[config.mk]
export PLATFORM = sky130hd
export DESIGN_NAME = jeff_mux_scheduler
export DESIGN_NICKNAME = d
export VERILOG_FILES = /design/src/rtl/jeff_mux_pkg.sv /design/src/rtl/jeff_sync_fifo.sv /design/src/rtl/jeff_mux_scheduler.sv
export SDC_FILE = /design/constraint.sdc
export NUM_CORES = 1
export LEC_CHECK = 0
export ABC_CLOCK_PERIOD_IN_PS = 3480
export CAP_MARGIN = 20
export CORE_ASPECT_RATIO = 1.1
export CORE_MARGIN = 5
export CORE_UTILIZATION = 57
export CTS_CLUSTER_SIZE = 8
export DETAILED_ROUTE_END_ITERATION = 7
export PLACE_DENSITY = 0.85
export SYNTH_ARGS = -nofsm -noshare
export SYNTH_HDL_FRONTEND = slang
export SYNTH_HIERARCHICAL = 1
export SYNTH_SLANG_ARGS = --single-unit
[constraint.sdc]
create_clock -name clk -period 3.48 [get_ports clk]
set_input_delay 0.696 -clock clk [delete_from_list [all_inputs] [get_ports clk]]
set_output_delay 0.696 -clock clk [all_outputs]
set_load 0.005 [all_outputs]
[src/rtl/jeff_mux_pkg.sv]
// Shared definitions for the jeff_74x157 feeder: scheduler state encoding and select constants.
package jeff_mux_pkg;

    typedef enum logic [1:0] {
        IDLE    = 2'd0,
        SERVE_A = 2'd1,
        SERVE_B = 2'd2
    } state_t;

    localparam logic SEL_A = 1'b0;
    localparam logic SEL_B = 1'b1;

endpackage

[src/rtl/jeff_sync_fifo.sv]
// Small synchronous FIFO whose head word is always visible on dout (no read latency).
module jeff_sync_fifo #(
    parameter int WIDTH = 4,
    parameter int DEPTH = 4
) (
    input  logic                       clk,
    input  logic                       srst,
    input  logic [WIDTH-1:0]           din,
    input  logic                       push,
    input  logic                       pop,
    output logic [WIDTH-1:0]           dout,
    output logic                       full,
    output logic                       empty,
    output logic [$clog2(DEPTH):0]     count
);
    localparam int AW = $clog2(DEPTH);
    localparam int CW = AW + 1;

    logic [WIDTH-1:0] mem_reg [DEPTH];
    logic [AW-1:0]    wr_ptr_reg;
    logic [AW-1:0]    rd_ptr_reg;
    logic [CW-1:0]    count_reg;
    logic             do_push;
    logic             do_pop;

    assign full    = (count_reg == CW'(DEPTH));
    assign empty   = (count_reg == '0);
    assign count   = count_reg;
    assign dout    = mem_reg[rd_ptr_reg];
    // A full FIFO refuses the push even if it pops on the same edge.
    assign do_push = push && !full;
    assign do_pop  = pop && !empty;

    always_ff @(posedge clk) begin
        if (srst) begin
            for (int i = 0; i < DEPTH; i++) begin
                mem_reg[i] <= '0;
            end
            wr_ptr_reg <= '0;
            rd_ptr_reg <= '0;
            count_reg  <= '0;
        end else begin
            if (do_push) begin
                mem_reg[wr_ptr_reg] <= din;
                wr_ptr_reg          <= wr_ptr_reg + AW'(1);
            end
            if (do_pop) begin
                rd_ptr_reg <= rd_ptr_reg + AW'(1);
            end
            if (do_push && !do_pop) begin
                count_reg <= count_reg + CW'(1);
            end else if (do_pop && !do_push) begin
                count_reg <= count_reg - CW'(1);
            end
        end
    end

endmodule

[src/rtl/jeff_mux_scheduler.sv]
// Round-robin feeder for the jeff_74x157 mux: two channel FIFOs plus a registered scheduler.
// Optional grant counters are enabled with JEFF_MUX_SCHEDULER_STATS_EN.
module jeff_mux_scheduler
    import jeff_mux_pkg::*;
#(
    parameter int WIDTH = 4,
    parameter int DEPTH = 4
) (
    input  logic             clk,
    input  logic             rst,
    input  logic [WIDTH-1:0] a_in,
    input  logic             a_valid,
    output logic             a_ready,
    input  logic [WIDTH-1:0] b_in,
    input  logic             b_valid,
    output logic             b_ready,
    output logic [WIDTH-1:0] mux_a,
    output logic [WIDTH-1:0] mux_b,
    output logic             mux_s,
    output logic             mux_en,
    input  logic             y_ready
`ifdef JEFF_MUX_SCHEDULER_STATS_EN
    ,
    output logic [15:0]      a_grants,
    output logic [15:0]      b_grants
`endif
);
    localparam int CW = $clog2(DEPTH) + 1;

    logic          a_full, a_empty, b_full, b_empty;
    logic [CW-1:0] a_count, b_count;
    logic          a_push, b_push, a_pop, b_pop;
    logic          a_left, b_left;
    logic          idle_pick_b;

    state_t        state_reg;
    logic          sel_reg;
    logic          en_reg;
    logic          last_valid_reg;
    logic          last_b_reg;

    assign a_ready = !rst && !a_full;
    assign b_ready = !rst && !b_full;
    assign a_push  = a_valid && a_ready;
    assign b_push  = b_valid && b_ready;
    assign a_pop   = en_reg && y_ready && (sel_reg == SEL_A);
    assign b_pop   = en_reg && y_ready && (sel_reg == SEL_B);
    assign mux_s   = sel_reg;
    assign mux_en  = en_reg;

    jeff_sync_fifo #(.WIDTH(WIDTH), .DEPTH(DEPTH)) u_fifo_a (
        .clk(clk), .srst(rst), .din(a_in), .push(a_push), .pop(a_pop),
        .dout(mux_a), .full(a_full), .empty(a_empty), .count(a_count)
    );

    jeff_sync_fifo #(.WIDTH(WIDTH), .DEPTH(DEPTH)) u_fifo_b (
        .clk(clk), .srst(rst), .din(b_in), .push(b_push), .pop(b_pop),
        .dout(mux_b), .full(b_full), .empty(b_empty), .count(b_count)
    );

    // Channel still holds a word after this edge's pop (a same-edge push refills it).
    assign a_left = (a_count > CW'(1)) || a_push;
    assign b_left = (b_count > CW'(1)) || b_push;

    // From IDLE: with both pending, the channel not served last wins; otherwise whoever has data.
    assign idle_pick_b = b_empty ? 1'b0 :
                         a_empty ? 1'b1 :
                         (last_valid_reg && !last_b_reg);

    always_ff @(posedge clk) begin
        if (rst) begin
            state_reg      <= IDLE;
            sel_reg        <= SEL_A;
            en_reg         <= 1'b0;
            last_valid_reg <= 1'b0;
            last_b_reg     <= 1'b0;
        end else begin
            case (state_reg)
                IDLE: begin
                    if (!a_empty || !b_empty) begin
                        state_reg <= idle_pick_b ? SERVE_B : SERVE_A;
                        sel_reg   <= idle_pick_b ? SEL_B : SEL_A;
                        en_reg    <= 1'b1;
                    end
                end
                SERVE_A: begin
                    if (a_pop) begin
                        last_valid_reg <= 1'b1;
                        last_b_reg     <= 1'b0;
                        if (!b_empty) begin
                            state_reg <= SERVE_B;
                            sel_reg   <= SEL_B;
                        end else if (!a_left) begin
                            state_reg <= IDLE;
                            en_reg    <= 1'b0;
                        end
                    end
                end
                SERVE_B: begin
                    if (b_pop) begin
                        last_valid_reg <= 1'b1;
                        last_b_reg     <= 1'b1;
                        if (!a_empty) begin
                            state_reg <= SERVE_A;
                            sel_reg   <= SEL_A;
                        end else if (!b_left) begin
                            state_reg <= IDLE;
                            en_reg    <= 1'b0;
                        end
                    end
                end
                default: begin
                    state_reg <= IDLE;
                    en_reg    <= 1'b0;
                end
            endcase
        end
    end

`ifdef JEFF_MUX_SCHEDULER_STATS_EN
    logic [15:0] a_grants_reg;
    logic [15:0] b_grants_reg;

    always_ff @(posedge clk) begin
        if (rst) begin
            a_grants_reg <= '0;
            b_grants_reg <= '0;
        end else begin
            if (a_pop && (a_grants_reg != 16'hFFFF)) begin
                a_grants_reg <= a_grants_reg + 16'd1;
            end
            if (b_pop && (b_grants_reg != 16'hFFFF)) begin
                b_grants_reg <= b_grants_reg + 16'd1;
            end
        end
    end

    assign a_grants = a_grants_reg;
    assign b_grants = b_grants_reg;
`endif

endmodule

Word level (Yosys, flattened, before mapping)
Memories as Yosys holds them, arrays and structs flattened. A register that Yosys moved wholly into a read port is not among the register bits.
Index checks and enable logic that the tools add are counted.
{"block": "op_classes", "add_sub_neg": 8, "mux": 53, "bitwise": 1, "eq_ne": 15, "order_cmp": 2, "n_reduce_logical": 42}
{"cell": "2-to-1 mux 1 bit", "n": 28}
{"cell": "2-to-1 mux 2 bit", "n": 14}
{"cell": "logical AND 1 bit", "n": 16}
{"cell": "!= test 2 bit (second input constant)", "n": 7}
{"cell": "2-to-1 mux 3 bit", "n": 4}
{"cell": "logical NOT 1 bit", "n": 10}
{"cell": "adder 2 x 1 -> 2 bit (second input constant)", "n": 4}
{"cell": "2-to-1 mux 4 bit", "n": 2}
{"cell": "OR reduction 4 bit", "n": 2}
{"cell": "AND reduction 7 bit", "n": 1}
{"cell": "adder 3 x 1 -> 3 bit (second input constant)", "n": 2}
{"cell": "== test 3 bit (second input constant)", "n": 2}
{"cell": "> comparator 3 x 1 -> 1 bit (second input constant)", "n": 2}
{"cell": "logical NOT 3 bit", "n": 2}
{"cell": "!= test 3 bit (second input constant)", "n": 2}
{"cell": "one-hot mux 1 bit (3 select lines)", "n": 2}
{"cell": "one-hot mux 2 bit (3 select lines)", "n": 1}
{"cell": "AND reduction 6 bit", "n": 1}
{"cell": "nonzero test 2 bit", "n": 3}
{"cell": "subtractor 3 x 1 -> 3 bit (second input constant)", "n": 2}
{"cell": "AND reduction 5 bit", "n": 1}
{"cell": "!= test 2 x 1 -> 1 bit (second input constant)", "n": 2}
{"cell": "one-hot mux 1 bit (2 select lines)", "n": 2}
{"cell": "logical OR 1 bit", "n": 3}
{"cell": "other kinds (6)", "n": 6}
{"block": "word_totals", "word_cells": 134, "output_inout_bits": 12, "regBits": 20, "ram_bits": 32, "input_bits": 13, "n_memories": 2}
{"memory": "u_fifo_a.mem_reg", "depth": 4, "word_bits": 4, "read_ports": 1, "rd_clocked_by_memory_dff": 1, "wr": 4, "line_no": "jeff_sync_fifo.sv:19", "source": "logic [WIDTH-1:0] mem_reg [DEPTH];"}
{"memory": "u_fifo_b.mem_reg", "depth": 4, "word_bits": 4, "read_ports": 1, "rd_clocked_by_memory_dff": 1, "wr": 4, "line_no": "jeff_sync_fifo.sv:19"}

Logic depth before layout (Yosys ltp)
Gate-level depths: netlist of the first run.
{"block": "depth", "depth_word": 10, "mapped_depth": 13, "mapped_depth_nobuf": 12}

Hierarchy
The synthesis of the first run kept the hierarchy.
{"mod": "jeff_sync_fifo", "seq_area_each_um2": 660.6, "cells_per_inst": 92, "area_per_inst_um2": 1133.6, "instances": 2}
{"mod": "jeff_mux_scheduler", "seq_area_each_um2": 120.1, "cells_per_inst": 63, "area_per_inst_um2": 529.3, "instances": 1}

Least setup slack after synthesis of the first run
No wires, ideal clock.
{"block": "synth_path", "path_kind": "input port to flip-flop", "startpoint": "input port rst", "endpoint": "register u_fifo_b.count_reg[2] (netlist: u_fifo_b/count[2])", "arrival_time_ns": 2.789, "path_slack_ns": 0.620, "required_ns": 3.409, "path_buffers": 1, "setup_ns": 0.071, "path_stages": 10, "path_cell_list": "buf_6 > nor3b_1 > nand2_4 > inv_4 > ha_1 > inv_1 > fa_1 > xor2_1 > or3_2 > a21oi_1"}
{"block": "synth_via", "elab_chain_len": 7, "elab_cells_between_ends": 9, "cone_classes": "mux (1); reduce/logical (8)"}
{"element": "start, declared", "line_no": "jeff_mux_scheduler.sv:10", "source": "input logic rst,"}
{"element": "logical NOT 1 bit *", "line_no": "jeff_mux_scheduler.sv:43", "source": "assign b_ready = !rst && !b_full;"}
{"element": "logical AND 1 bit *", "line_no": "jeff_mux_scheduler.sv:43"}
{"element": "logical AND 1 bit *", "line_no": "jeff_mux_scheduler.sv:45", "source": "assign b_push = b_valid && b_ready;"}
{"element": "named net b_push", "line_no": "jeff_mux_scheduler.sv:32", "source": "logic a_push, b_push, a_pop, b_pop;"}
{"element": "logical AND 1 bit *", "line_no": "jeff_sync_fifo.sv:31", "source": "assign do_push = push && !full;"}
{"element": "named net u_fifo_b.do_push", "line_no": "jeff_sync_fifo.sv:23", "source": "logic do_push;"}
{"element": "logical NOT 1 bit", "line_no": "jeff_sync_fifo.sv:52", "source": "end else if (do_pop && !do_push) begin"}
{"element": "logical AND 1 bit", "line_no": "jeff_sync_fifo.sv:52"}
{"element": "nonzero test 2 bit (no source line)"}
{"element": "end signal, assigned", "line_no": "jeff_sync_fifo.sv:51", "source": "count_reg <= count_reg + CW'(1);"}
{"element": "end signal, assigned", "line_no": "jeff_sync_fifo.sv:53", "source": "count_reg <= count_reg - CW'(1);"}
{"element": "end, declared", "line_no": "jeff_sync_fifo.sv:22", "source": "logic [CW-1:0] count_reg;"}
The timed path passes the listed nets; every way through them passes the cells marked *.
A chain may end at the register's enable or synchronous reset.

Final worst setup path of the first run
{"block": "layout_path", "startpoint": "register u_fifo_a.count_reg[1] (netlist: u_fifo_a/count[1])", "endpoint": "register u_fifo_a.count_reg[2] (netlist: u_fifo_a/count[2])"}
{"block": "layout_via", "elab_chain_len": 8, "elab_cells_between_ends": 17, "cone_classes": "add/sub (2); eq/ne (1); mux (2); reduce/logical (12)"}
{"element": "start, declared", "line_no": "jeff_sync_fifo.sv:22"}
{"element": "start signal, assigned", "line_no": "jeff_sync_fifo.sv:51"}
{"element": "start signal, assigned", "line_no": "jeff_sync_fifo.sv:53"}
{"element": "== test 3 bit *", "line_no": "jeff_sync_fifo.sv:26", "source": "assign full = (count_reg == CW'(DEPTH));"}
{"element": "named net a_full", "line_no": "jeff_mux_scheduler.sv:30", "source": "logic a_full, a_empty, b_full, b_empty;"}
{"element": "logical NOT 1 bit *", "line_no": "jeff_mux_scheduler.sv:42", "source": "assign a_ready = !rst && !a_full;"}
{"element": "logical AND 1 bit *", "line_no": "jeff_mux_scheduler.sv:42"}
{"element": "logical AND 1 bit *", "line_no": "jeff_mux_scheduler.sv:44", "source": "assign a_push = a_valid && a_ready;"}
{"element": "named net a_push", "line_no": "jeff_mux_scheduler.sv:32"}
{"element": "logical AND 1 bit *", "line_no": "jeff_sync_fifo.sv:31"}
{"element": "named net u_fifo_a.do_push", "line_no": "jeff_sync_fifo.sv:23"}
{"element": "logical NOT 1 bit", "line_no": "jeff_sync_fifo.sv:52"}
{"element": "logical AND 1 bit", "line_no": "jeff_sync_fifo.sv:52"}
{"element": "nonzero test 2 bit (no source line)"}
The timed path passes the listed nets; every way through them passes the cells marked *. The select of a mux whose other input is x is not followed.

==> flow_summary.ini, run 1 <==
[status]
status = finished clean

[timing]
tightest_slew_ns = 0.786
finalHoldViolCount = 0
final-setup-viol-count = 0
fin_crit_ns = 2.91
grt_setup_unrepaired = false
period_share = 0.837
fin_setup_tns_ns = 0
clock_skew_ns = 0.0118
fin_ws_ns = 0.568
slew_viol_final = 0
slew_headroom = 0.472
whs_ns = 0.467
fmax_mhz = 343

[global_route]
grt_max_degree = 35
antenna_found_initial = 0
grt_usage = 0.174
grt_pass1_vias = 1907
overflow = 0
grt_pass1_wl_mm = 9.17

[floorplan]
rows = 26
die_w_um = 76.8
dieArea_sq_um = 6410
die_y_um = 83.5
io-pin-count = 25
coreArea_sq_um = 4720
initial_core_util = 0.593

[logic_synthesis]
synth_mux_area_frac = 0.0837
synthSimpleGateAreaFrac = 0.170
syn_nets = 268
synthXorXnorAreaFrac = 0.0251
ys_ff_latch = 56
async_reset_ff_frac = 0
netlist_instances = 247
synth_edf_count = 32
seq_area_frac_synth = 0.515
synth_top_family_by_area = simple AND/OR/NAND/NOR gates
yosys_warnings = 6
synth_flop_cell = edfxtp_1
synth_compound_area_frac = 0.109
yosys.area_share.adder = 0.0412
syn_area_per_cell_sq_um = 11.3
synth_cell_type_count = 48
netlist_area_sq_um = 2800

[layout]
final_util = 0.674
multi_input_area_sq_um = 1200
nFillCells = 361
nets = 291
layout.cells.non_filler = 327
fin_area_sq_um = 3180
regArea_sq_um = 1440
syn_to_final_growth_pct = 13.7
n_antenna_cell = 0
final_cell_mix = 35 x nor2_1, 32 x edfxtp_1, 24 x clkdlybuf4s50_1, 24 x dfxtp_1, 16 x inv_1
final_common_cell = nor2_1
drive_above_1_share = 0.140

[routing]
antenna_left = 0
drtIter0Drc = 203
dr.pass1.iters = 4
wl_per_cell_um = 15.7
num_vias = 1871
wirelength_mm = 5.13
drc = 0
viasPerCell = 5.72

[placement]
post-dp-hpwl_mm = 3.75
gp_congestion = 0.895
io_buffers = 24
pre_cts_ws_ns = 0.313
place_area_sq_um = 3050
dp_cells = 319

[pwr]
leakage_nw = 1.24
pwr-share-seq = 0.440
power_mw = 1.97
clockPowerShare = 0.249
power_density_nw_per_um2 = 619
power.share.switching = 0.307
p_int_mw = 1.36
combinationalPowerShare = 0.310
p_switching_uw = 604
irDropWorstVdd_mv = 0.368

[critical_path]
path_class = flop to flop
critPathArrivalTime_ns = 3.15
cp_slowest_cell = dfxtp_1
crit_chain = or3b_1 -> inv_2 -> nor2_1 -> and2_1 -> nand2_4 -> inv_4 -> ha_1 -> inv_1 -> fa_1 -> xor2_1 -> or3_2 -> a21oi_1
critPathMaxFanout = 7
slowest_delay_ns = 0.46
crit_start = u_fifo_a/count[1]$_SDFFE_PP0P_
r2r-start = u_fifo_a/count[1]$_SDFFE_PP0P_
cp_top_family = simple AND/OR/NAND/NOR gates
path_depth = 12
worst-path-buf-inv = 3
required_ns = 3.71
worst_setup_path_start_kind = flop
cp-end-kind = flop
reg2reg_depth = 12

[clock_tree]
cts.clk_slew.worst_paths_ns = 0.09
root_buffer = clkbuf_8
cts_buffer_depth = 2
clock_sinks = 56
htree_levels = 2
cts_resized = 0
clk_latency_ns = 0.31
cts_buffers = 5
hold_buffers = 0
post_cts_buffers = 0
cts_tree = yes

[run]
maxCapViolations = 0

[hold_path]
holdCritPathClass = flop to flop
min_from = last_valid_reg$_SDFFE_PP0P_
hold_depth = 1
[synth_stat cells (all sizes together), types with 2 or more instances]
library cell	instances	area, sq um
nor2	35	131
edfxtp	32	961
dfxtp	24	480
inv	20	80.1
nand2	12	60.1
o21ai	11	55.1
nand3	10	50.1
nor3	10	50.1
nand2b	9	56.3
mux4	8	180
xor2	8	70.1
buf	6	60.1
ha	6	75.1
a21oi	5	32.5
mux2i	5	53.8
or3	5	48.8
clkbuf	4	15.0
o311ai	4	35.0
nor2b	3	18.8
o21bai	3	22.5
a21o	2	17.5
a31o	2	17.5
a31oi	2	18.8
fa	2	40.0
o311a	2	22.5
o31ai	2	15.0
or3b	2	17.5
[layout make-up]
type,instances,area share
flip-flops and latches,56,0.453
clock inverters,2,0.0189
well taps,56,0.0220
repair buffers,26,0.0803
multi-input cells,161,0.377
clock buffers,6,0.0228
inverters,20,0.0252
[power groups by stage]
stage          Sequential [mW]  Combinational (mW)  Clock, mW
2_1_floorplan            0.850               0.484          0
3_3_place_gp             0.876               0.594          0
3_5_place_dp             0.882               0.603          0
4_1_cts                  0.866               0.609      0.501
5_1_grt                  0.883               0.689      0.526
6_report                 0.866               0.610      0.491
[path summary, 6_finish.rpt]
kind | endpoint | slack, ns
hold reg to reg | last_valid_reg$_SDFFE_PP0P_ | 0.47
hold / removal | last_valid_reg$_SDFFE_PP0P_ | 0.47
setup reg to reg | u_fifo_a/count[2]$_SDFFE_PP0P_ | 0.57
setup / recovery | u_fifo_a/count[2]$_SDFFE_PP0P_ | 0.57
[cell families (layout without fill, tap and decap cells)]
kind of cell	count (synthesis)	in the layout
buffers and inverters	30	54
adders and majority gates	8	8
muxes	13	13
AOI/OAI and AO/OA	40	40
and+or+nand+nor	92	92
xor gates and xnor gates	8	8
DFF	56	56
[per-layer routing]
metal	routed length, um	vias up	GRT usage
li1	-	935	-
met1	2210	888	0.228
met2	2600	41	0.291
met3	241	7	0.0367
met4	74	0	0.0477
met5	0	-	0
Note: power is estimated with default switching activity, not from simulation.
==> run 2: changes to the inputs <==
- ABC_CLOCK_PERIOD_IN_PS: 3480 -> 2810
- clock period: 3.48 -> 2.81 ns (I/O delays scaled with it)
==> run 2 against run 1 <==
- die area is the same
- setup slack got worse by 0.38 ns
- global-route usage grew 0.16 points
- sequential share of layout area decreased by 0.67 points
- final area rose by 1.5%
- total power up 18%
- register-to-register slack got worse by 0.33 ns
- non-clock buffer count up 12
- flip-flop and latch count unchanged
==> flow_summary.ini, run 2 (synthesized netlist as in run 1, its figures left out) <==
[global_route]
overflow = 0
grt_max_degree = 35
grt_pass1_vias = 2002
antenna_found_initial = 0
grt_pass1_wl_mm = 9.28
grt_usage = 0.176

[critical_path]
cp-end-kind = flop
crit_chain = clkdlybuf4s50_1 -> nor2_1 -> and2_2 -> nand2_4 -> inv_4 -> ha_1 -> inv_1 -> fa_1 -> xor2_1 -> or3_2 -> a21oi_1
ff2ff_setup_slack_ns = 0.24
required_ns = 3.04
critPathArrivalTime_ns = 2.85
path_class = primary input to flop
cp_slowest_cell = clkdlybuf4s50_1
critPathMaxFanout = 4
slowest_delay_ns = 0.46
worst_setup_path_start_kind = primary input
worst-path-buf-inv = 3
cp_top_family = simple AND/OR/NAND/NOR gates

[pwr]
leakage_nw = 1.28
power.share.switching = 0.330
p_switching_uw = 763
power_mw = 2.31
pwr-share-seq = 0.454
clockPowerShare = 0.187
power_density_nw_per_um2 = 717
p_int_mw = 1.55
combinationalPowerShare = 0.359
irDropWorstVdd_mv = 0.437

[timing]
whs_ns = 0.473
finalHoldViolCount = 0
slew_viol_final = 0
tightest_slew_ns = 0.716
fmax_mhz = 382
slew_headroom = 0.519
fin_crit_ns = 2.62
final-setup-viol-count = 0
fin_ws_ns = 0.191
period_share = 0.932
clock_skew_ns = 0.00789
grt_setup_unrepaired = false

[floorplan]
io-pin-count = 25
die_y_um = 83.5
coreArea_sq_um = 4720
die_w_um = 76.8
dieArea_sq_um = 6410
rows = 26
initial_core_util = 0.593

[placement]
post-dp-hpwl_mm = 3.87
place_area_sq_um = 3140
gp_congestion = 0.949
io_buffers = 24
pre_cts_ws_ns = -0.164

[clock_tree]
clock_sinks = 56
cts.clk_slew.worst_paths_ns = 0.09
hold_buffers = 0
clk_latency_ns = 0.30
htree_levels = 2
cts_tree = yes
root_buffer = clkbuf_8
cts_buffers = 5
post_cts_buffers = 0
cts_resized = 0
cts_buffer_depth = 2

[layout]
fin_area_sq_um = 3230
final_util = 0.684
nets = 303
final_common_cell = nor2_1
final_cell_mix = 35 x nor2_1, 32 x edfxtp_1, 24 x clkdlybuf4s50_1, 24 x dfxtp_1, 16 x inv_1
syn_to_final_growth_pct = 15.4
n_antenna_cell = 0
drive_above_1_share = 0.180

[routing]
antenna_left = 0
viasPerCell = 5.64
wirelength_mm = 5.14
wl_per_cell_um = 15.2
dr.pass1.iters = 4
num_vias = 1913
drc = 0
drtIter0Drc = 153

[run]
maxCapViolations = 0

[status]
status = finished clean

[hold_path]
holdCritPathClass = flop to flop
## run 2: cell count changes in the layout (fill, tap and decap cells not counted)
| cell | change |
|---|---|
| clkinvlp_4 | +1 |
| and2_1 | -1 |
| buf_4 | +12 |
| and2_2 | +1 |
| clkinv_4 | +1 |
| bufinv_16 | -2 |
## run 2: cell type report
class	count	area (sq um)
Fill cell	344	1490
Sequential cell	56	1440
Multi-Input combinational cell	161	1200
Timing Repair Buffer	38	345
Inverter	20	80.1
Clock buffer	6	72.6
Tap cell	56	70.1
Clock inverter	2	16.3
## run 2: routing by layer
| metal | global-route usage | up-vias | part of all wire |
|---|---|---|---|
| li1 | - | 954 | - |
| met1 | 0.232 | 917 | 0.44 |
| met2 | 0.298 | 38 | 0.52 |
| met3 | 0.0238 | 4 | 0.032 |
| met4 | 0.0541 | 0 | 0.0082 |
| met5 | 0 | - | 0 |
## run 2: metrics by stage
stage / instances / TNS (ns)
6_report: 339 / 0
5_1_grt: 339 / 0
4_1_cts: 339 / 0
3_5_place_dp: 331 / -0.319
3_3_place_gp: 331 / -0.178
2_1_floorplan: 247 / 0
## run 2: worst paths after layout
kind                                   from                              to  cells after the start
max reg2reg  u_fifo_b/count[0]$_SDFFE_PP0P_  u_fifo_b/count[2]$_SDFFE_PP0P_                     11
min reg2reg     last_valid_reg$_SDFFE_PP0P_     last_valid_reg$_SDFFE_PP0P_                      1
max                                     rst  u_fifo_a/count[2]$_SDFFE_PP0P_                     11
min             last_valid_reg$_SDFFE_PP0P_     last_valid_reg$_SDFFE_PP0P_                      1
## run 2: power groups by stage
| stage | logic (mW) | clock network [mW] | registers, mW |
|---|---|---|---|
| floorplan | 0.599 | 0 | 1.05 |
| global placement | 0.804 | 0 | 1.06 |
| detailed placement | 0.822 | 0 | 1.07 |
| CTS | 0.828 | 0.444 | 1.05 |
| global route | 0.926 | 0.475 | 1.07 |
| finish | 0.830 | 0.434 | 1.05 |
==> run 3: changes to the inputs <==
- CTS_CLUSTER_DIAMETER: not set -> 50
- GPL_ROUTABILITY_DRIVEN: not set -> 0
==> results of run 3 <==
No change in the layout: final DEF, timing and power equal those of run 2.
